`config.mk`:
```
export PLATFORM = sky130hd
export DESIGN_NAME = height_digit_render
export DESIGN_NICKNAME = d
export VERILOG_FILES = /design/src/rtl/height_digit_render.sv
export SDC_FILE = /design/constraint.sdc
export NUM_CORES = 1
export LEC_CHECK = 0
export BUFFER_PORTS_ARGS = -buffer_cell sky130_fd_sc_hd__buf_2
export CORE_UTILIZATION = 30
export CTS_BUF_LIST = sky130_fd_sc_hd__clkbuf_8 sky130_fd_sc_hd__clkbuf_16
export DETAILED_ROUTE_END_ITERATION = 8
export PLACE_DENSITY_LB_ADDON = 0.25
export SYNTH_ARGS = -nofsm -noshare
export SYNTH_HDL_FRONTEND = slang
export SYNTH_SLANG_ARGS = --single-unit
```
`constraint.sdc`:
```
create_clock -name clk -period 2.7 [get_ports clk]
set_clock_uncertainty 0.2 [all_clocks]
set_input_delay 0.54 -clock clk [delete_from_list [all_inputs] [get_ports clk]]
set_output_delay 0.54 -clock clk [all_outputs]
set_load 0.01 [all_outputs]
```
`src/rtl/height_digit_render.sv`:
```
// Height readout: saturating binary-to-BCD converter plus a 3-digit glyph window renderer.
// Optional `LEADING_ZERO_BLANK_EN blanks leading zero hundreds/tens digits.
module height_digit_render #(
  parameter logic [9:0] X0       = 10'd272,
  parameter logic [9:0] Y0       = 10'd224,
  parameter logic [5:0] BG_COLOR = 6'b111111
) (
  input  logic       clk,
  input  logic       reset,
  input  logic [9:0] height_in,
  input  logic       height_valid,
  input  logic [9:0] hcount,
  input  logic [9:0] vcount,
  input  logic       video_on,
  output logic [4:0] glyph_col,
  output logic [4:0] glyph_row,
  output logic [3:0] glyph_digit,
  input  logic [5:0] glyph_data,
  output logic [5:0] rgb,
  output logic       busy
);

  typedef enum logic [1:0] {IDLE, CONVERT, DONE} state_t;

  state_t      state, state_next;
  logic        req_full;
  logic [9:0]  req_val;
  logic [9:0]  height_sat;
  logic [21:0] dd;
  logic [3:0]  step;
  logic [11:0] pending;
  logic [11:0] shown;
  logic        start;
  logic [9:0]  hx, vy;
  logic        in_win;

  // One double-dabble step: add 3 to each BCD nibble >= 5, then shift left.
  function automatic logic [21:0] dabble_step(input logic [21:0] x);
    logic [21:0] t;
    t = x;
    for (int unsigned i = 0; i < 3; i++) begin
      if (t[10+4*i +: 4] >= 4'd5) t[10+4*i +: 4] = t[10+4*i +: 4] + 4'd3;
    end
    return {t[20:0], 1'b0};
  endfunction

  assign height_sat = (height_in > 10'd999) ? 10'd999 : height_in;

  // The request register doubles as the capture slot and the holding slot;
  // a queued request keeps busy high through the load cycle.
  assign start = req_full && (state != CONVERT);
  assign busy  = (state != IDLE) || req_full;

  always_comb begin
    state_next = state;
    case (state)
      IDLE:    if (req_full) state_next = CONVERT;
      CONVERT: if (step == 4'd9) state_next = DONE;
      DONE:    state_next = req_full ? CONVERT : IDLE;
      default: state_next = IDLE;
    endcase
  end

  always_ff @(posedge clk or posedge reset) begin
    if (reset) begin
      state    <= IDLE;
      req_full <= 1'b0;
      req_val  <= '0;
      dd       <= '0;
      step     <= '0;
      pending  <= '0;
      shown    <= '0;
    end else begin
      state <= state_next;
      if (height_valid) begin
        req_val  <= height_sat;
        req_full <= 1'b1;
      end else if (start) begin
        req_full <= 1'b0;
      end
      if (start) begin
        dd   <= {12'h000, req_val};
        step <= '0;
      end else if (state == CONVERT) begin
        dd   <= dabble_step(dd);
        step <= step + 4'd1;
      end
      if (state == DONE) pending <= dd[21:10];
      if (vcount == 10'd480 && hcount == 10'd0) shown <= pending;
    end
  end

  assign hx     = hcount - X0;
  assign vy     = vcount - Y0;
  assign in_win = (hcount >= X0) && (vcount >= Y0) && (hx < 10'd96) && (vy < 10'd32);

  always_comb begin
    glyph_col   = '0;
    glyph_row   = '0;
    glyph_digit = 4'hF;
    if (in_win) begin
      glyph_col = hx[4:0];
      glyph_row = vy[4:0];
      case (hx[6:5])
        2'd0:    glyph_digit = shown[11:8];
        2'd1:    glyph_digit = shown[7:4];
        default: glyph_digit = shown[3:0];
      endcase
`ifdef LEADING_ZERO_BLANK_EN
      if (hx[6:5] == 2'd0 && shown[11:8] == 4'd0) glyph_digit = 4'hF;
      if (hx[6:5] == 2'd1 && shown[11:4] == 8'h00) glyph_digit = 4'hF;
`endif
    end
  end

  always_ff @(posedge clk or posedge reset) begin
    if (reset)                             rgb <= '0;
    else if (!video_on)                    rgb <= '0;
    else if (!in_win || glyph_digit == 4'hF) rgb <= BG_COLOR;
    else                                   rgb <= glyph_data;
  end

endmodule

```
Yosys cells after proc, flatten, opt, wreduce, memory -nomap -nowiden
Index checks and enable logic that the tools add are counted.

Flip-flop bits (word level): 69. Bits of input ports: 40. Output and inout port bits: 21.

Add/subtract/negate cells: 6. Order comparisons: 8. Equal/unequal tests: 9. Multiplexer cells: 20. Reduce and logical (&&, ||, !) cells: 15.

Operators with widths (count): 22-bit 2-to-1 mux (2); 4-bit 2-to-1 mux (5); 4-bit by 3-bit greater-or-equal comparator with 1-bit output, second input constant (3); 6-bit 2-to-1 mux (2); 10-bit by 9-bit equality test with 1-bit output, second input constant (1); 10-bit by 8-bit greater-or-equal comparator with 1-bit output, second input constant (1); 10-bit by 9-bit greater-or-equal comparator with 1-bit output, second input constant (1); 10-bit greater-than comparator, second input constant (1); 10-bit logical NOT (1); 10-bit by 6-bit less-than comparator with 1-bit output, second input constant (1); 10-bit by 7-bit less-than comparator with 1-bit output, second input constant (1); 10-bit 2-to-1 mux (1); 5-bit 2-to-1 mux (2); 10-bit by 8-bit subtractor with 10-bit output, second input constant (1); 10-bit by 9-bit subtractor with 10-bit output, second input constant (1); 4-bit by 2-bit adder with 4-bit output, second input constant (2); 4-bit equality test, second input constant (2); 4-bit one-hot mux with 2 select lines (1); 2-bit one-hot mux with 3 select lines (1); 2-bit nonzero test (3); 1-bit logical AND (5); 4-bit by 1-bit adder with 4-bit output, second input constant (1); 2-bit by 1-bit equality test with 1-bit output, second input constant (2); 2-bit logical NOT (2); 10 further kinds (15).

Depth between registers and ports, before layout
Depth in word-level cells: 9. Gate-level depth with buffers: 7.

Worst setup path after synthesis
OpenSTA, ideal clock, no wires.

Path kind: input -> output. Start point: in hcount[4]. End point: out glyph_digit[0]. Arrival time: 1939 ps. Required time: 1960 ps. Slack: 21 ps. Cell stages on the path: 7. Path buffers: 1. Cells stage by stage: inv_1 > ha_1 > xnor2_2 > o22ai_1 > nor4_1 > clkbuf_1 > nand2_1.

Longest elaborated chain between the ends: 5.

Ends and longest elaborated chain: start: declaration (RTL line 12) `input logic [9:0] hcount,`; 10-bit by 9-bit subtractor with 10-bit output or 10-bit by 9-bit greater-or-equal comparator with 1-bit output (tied branches) (RTL line 93, 95); 10-bit by 7-bit less-than comparator with 1-bit output or 1-bit logical AND (tied branches) (RTL line 95) `assign in_win = (hcount >= X0) && (vcount >= Y0) && (hx < 10'd96) && (vy < 10'd32);`; 1-bit logical AND (2 in series) (RTL line 95); 4-bit 2-to-1 mux * (RTL line 101) `if (in_win) begin`; end: declaration (RTL line 17) `output logic [3:0] glyph_digit,`.

Mark *: on every way between the ends. The rest lies on a longest branch, timed or not.

Final worst setup path
Start point: in vcount[6]. End point: out glyph_col[1].

Longest elaborated chain between the ends: 5.

Ends and longest elaborated chain: start: declaration (RTL line 13) `input logic [9:0] vcount,`; parallel branches: the longest is 3 deep, another holds 10-bit by 8-bit subtractor with 10-bit output; 1-bit logical AND * (RTL line 95); 5-bit 2-to-1 mux * (RTL line 101); end: declaration (RTL line 15) `output logic [4:0] glyph_col,`.

Mark *: on every way between the ends.

==> metrics.txt <==
status=finished clean; HP Class=in2async; core area=0.0105 mm^2; Setup WS post-layout=2.72 ps; Min Hold Slack=47.5 ps; crit path max-delay cell type=nor4_2; CP max FO=8; clk slew on worst S/H paths=70 ps; CP peak stage delay=350 ps; fmax=0.371 GHz; finished layout cell area=0.00422 mm^2; largest family of logic cells by synthesized area=multiplexers; Sink Count=69; iteration-0 DRC count of the detailed router=75; GR Util met2=18.3%; GRT Total Usage=11.7%; synth top area cells=dfrtp_1 (52%), mux2_2 (10%), o21ai_0 (5.3%), mux2i_1 (4.6%), ha_1 (3.8%); synthesis-to-layout area growth=28.1%; IO buf count=60; Netlist cell types=36; Synth Warn #=0; share of layout cells above drive strength 1=37.4%; Final Wtd Congestion=0.772; Filler cells=1047; first-pass GRT wire length=10.5 mm; critical path arrival=1960 ps; met3 Resource Use GR=4.13%; Post-DP HPWL=4.56 mm; multi-input logic area=0.00150 mm^2; CTS tree=built; Setup CP Type=in2out; full die area=0.0114 mm^2; crit-path cells=buf_8 > ha_4 > nor3b_2 > o211ai_1 > nor4_2 > buf_4 > and2_4 > buf_6; FF+latch area=0.00173 mm^2; Antenna diodes=0; I/O pin count=61; met1 GRT Util=15.2%; via count=2415; root buf cell=clkbuf_8; final number of setup-violating endpoints=0; Worst Path Required=1960 ps; H-tree Lvls=3; Setup crit start kind=input port; CTS Buf Count=9; max_cap viols=0; Finished Core Util=40.2%; count of pins over their slew limit=0; sequential cell area fraction in the yosys report=52.4%; Mapped Area=0.00330 mm^2; Final nets=422; area share of the largest cell type after synthesis=52.4%; Syn Inst Count=302; Syn Area/Cell=10.9 um^2; Worst slew margin=55.8%; Congestion Overflow GR=0; maximum VDD drop=0.000359 V; Mapped Nets=352; Adder-Cell Fraction of Synth Area=3.80%; crit path buf inv count=3; Worst path top cell family by delay=simple AND/OR/NAND/NOR gates; initial core utilization=31.4%; actual slew at the worst max-slew pin=663 ps; site row count=37; busiest grt layer=met2; mux cell area share after synthesis=14.8%; final cycle utilization of the critical path=99.9%; PD cells=798 mW/mm^2; dpl ws=-69.6 ps; #FFs+latches synth=69; final hold vios=0; initial antenna violation count=0; Pwr Total=3370 uW; Detailed Routing Iterations Pass 1=4; largest net degree at the start of global routing=33; Compound-Gate Fraction of Synth Area=11.0%; Post-Synth XOR/XNOR Area=1.56%; minimum clock period=2700 ps; DRC=0; Longest Clk Path Bufs=2; CP endpoint kind=primary output; worst-skew pair later-pin latency=340 ps; Die Span Y=107 um; remaining antenna violation count=0; number of global-route vias before repair=2216; post-synth top area cell=dfrtp_1; Die Width=107 um; RSZ-0062 raised after global routing=yes; Post-Synth Simple-Gate Area=11.9%; drt total wl=6.43 mm; DR vias/cell=4.71; P_leak=0.00203 uW; placed cell area=0.00380 mm^2; Wirelength per Cell=12.5 um
==> metal layers <==
| layer | part of all wire (%) | vias to the layer above |
|---|---|---|
| li1 | - | 1197 |
| met1 | 47 | 1145 |
| met2 | 46 | 68 |
| met3 | 6.0 | 5 |
| met4 | 1.0 | 0 |
| met5 | 0 | - |
==> Yosys cell counts <==
master,instances
o21ai_0,35
inv_1,22
o211ai_1,1
or4_1,1
a31oi_1,7
xnor2_2,1
nor2b_1,3
o22ai_1,3
mux2i_1,15
nor2_1,3
a32o_1,3
nor4_2,1
xnor2_1,3
mux2_2,30
buf_1,2
nand2b_1,5
nand2_1,24
buf_4,1
o31ai_1,4
nor4_1,2
nand3_1,10
nor3_1,3
dfrtp_1,69
o22a_1,3
a21oi_1,5
clkbuf_1,12
or4b_1,1
or3_1,1
ha_1,10
buf_2,1
nor3b_1,5
and2_1,11
nand4_1,2
xor2_1,1
nand4b_1,1
a21o_1,1
==> timing repair <==
action | in CTS | in global routing
gates cloned | 1 | 0
endpoints found under the hold margin | 0 | 0
endpoints found under the setup margin | 10 | 14
buffers inserted | 2 | 1
hold buffers | 0 | 0
gates resized for setup | 9 | 27
pin swaps | 2 | 14
==> report_power, final <==
part | switching, uW | internal, uW | total [uW]
sequential | 188 | 1290 | 1480
clock | 383 | 610 | 993
combinational | 480 | 420 | 900
==> logic make-up (layout without fill, tap and decap cells) <==
family | count (synthesis) | after routing
compound gates | 62 | 62
xor+xnor | 5 | 5
fa+ha+maj | 10 | 10
buf+inv | 38 | 113
flops | 69 | 69
mux | 45 | 45
simple gates | 73 | 73
==> state kept, by name, indices dropped and copies added (netlist names) <==
signal    flops
dd           22
pending      12
shown        12
req_val      10
rgb           6
step          4
state         2
req_full      1
==> layout by cell type (no fill, tap or decap), types with 4 or more instances in the layout <==
master and instances:
a21oi_1 5, a31oi_1 7, and2_4 9, buf_2 48, buf_4 14, buf_6 11, clkbuf_8 9, dfrtp_1 69
ha_1 8, inv_1 20, mux2_2 30, mux2i_1 15, nand2_1 23, nand2b_1 5, nand3_1 10, o21ai_0 35
o31ai_1 4
==> metrics by stage <==
stage               setup TNS [ps]  std cells
floorplan                        0        302
global placement              -100        493
detailed placement            -623        493
CTS                          -4.60        512
global route                 -1370        513
finish                           0        513
==> final timing paths <==
path	slack (ps)	depth (start not counted)	from	to
hold reg to reg	280	2	dd[0]$_DFFE_PP0P_	dd[1]$_DFFE_PP0P_
hold / removal	50	2	reset	pending[0]$_DFFE_PP0N_
max in group asynchronous	1670	3	reset	dd[0]$_DFFE_PP0P_
setup / recovery	3	8	vcount[6]	glyph_col[1]
setup reg to reg	820	6	dd[10]$_DFFE_PP0P_	dd[12]$_DFFE_PP0P_
min in group clk	230	2	height_in[1]	req_val[1]$_DFFE_PP0P_
==> layout make-up <==
type / instances / area share [%]
Clock buffer: 9 / 2.93
Clock inverter: 7 / 2.73
Inverter: 22 / 1.96
Multi-Input combinational cell: 195 / 35.5
Sequential cell: 69 / 40.9
Tap cell: 136 / 4.03
Timing Repair Buffer: 75 / 11.9
Power figures use the tool's default switching activity.
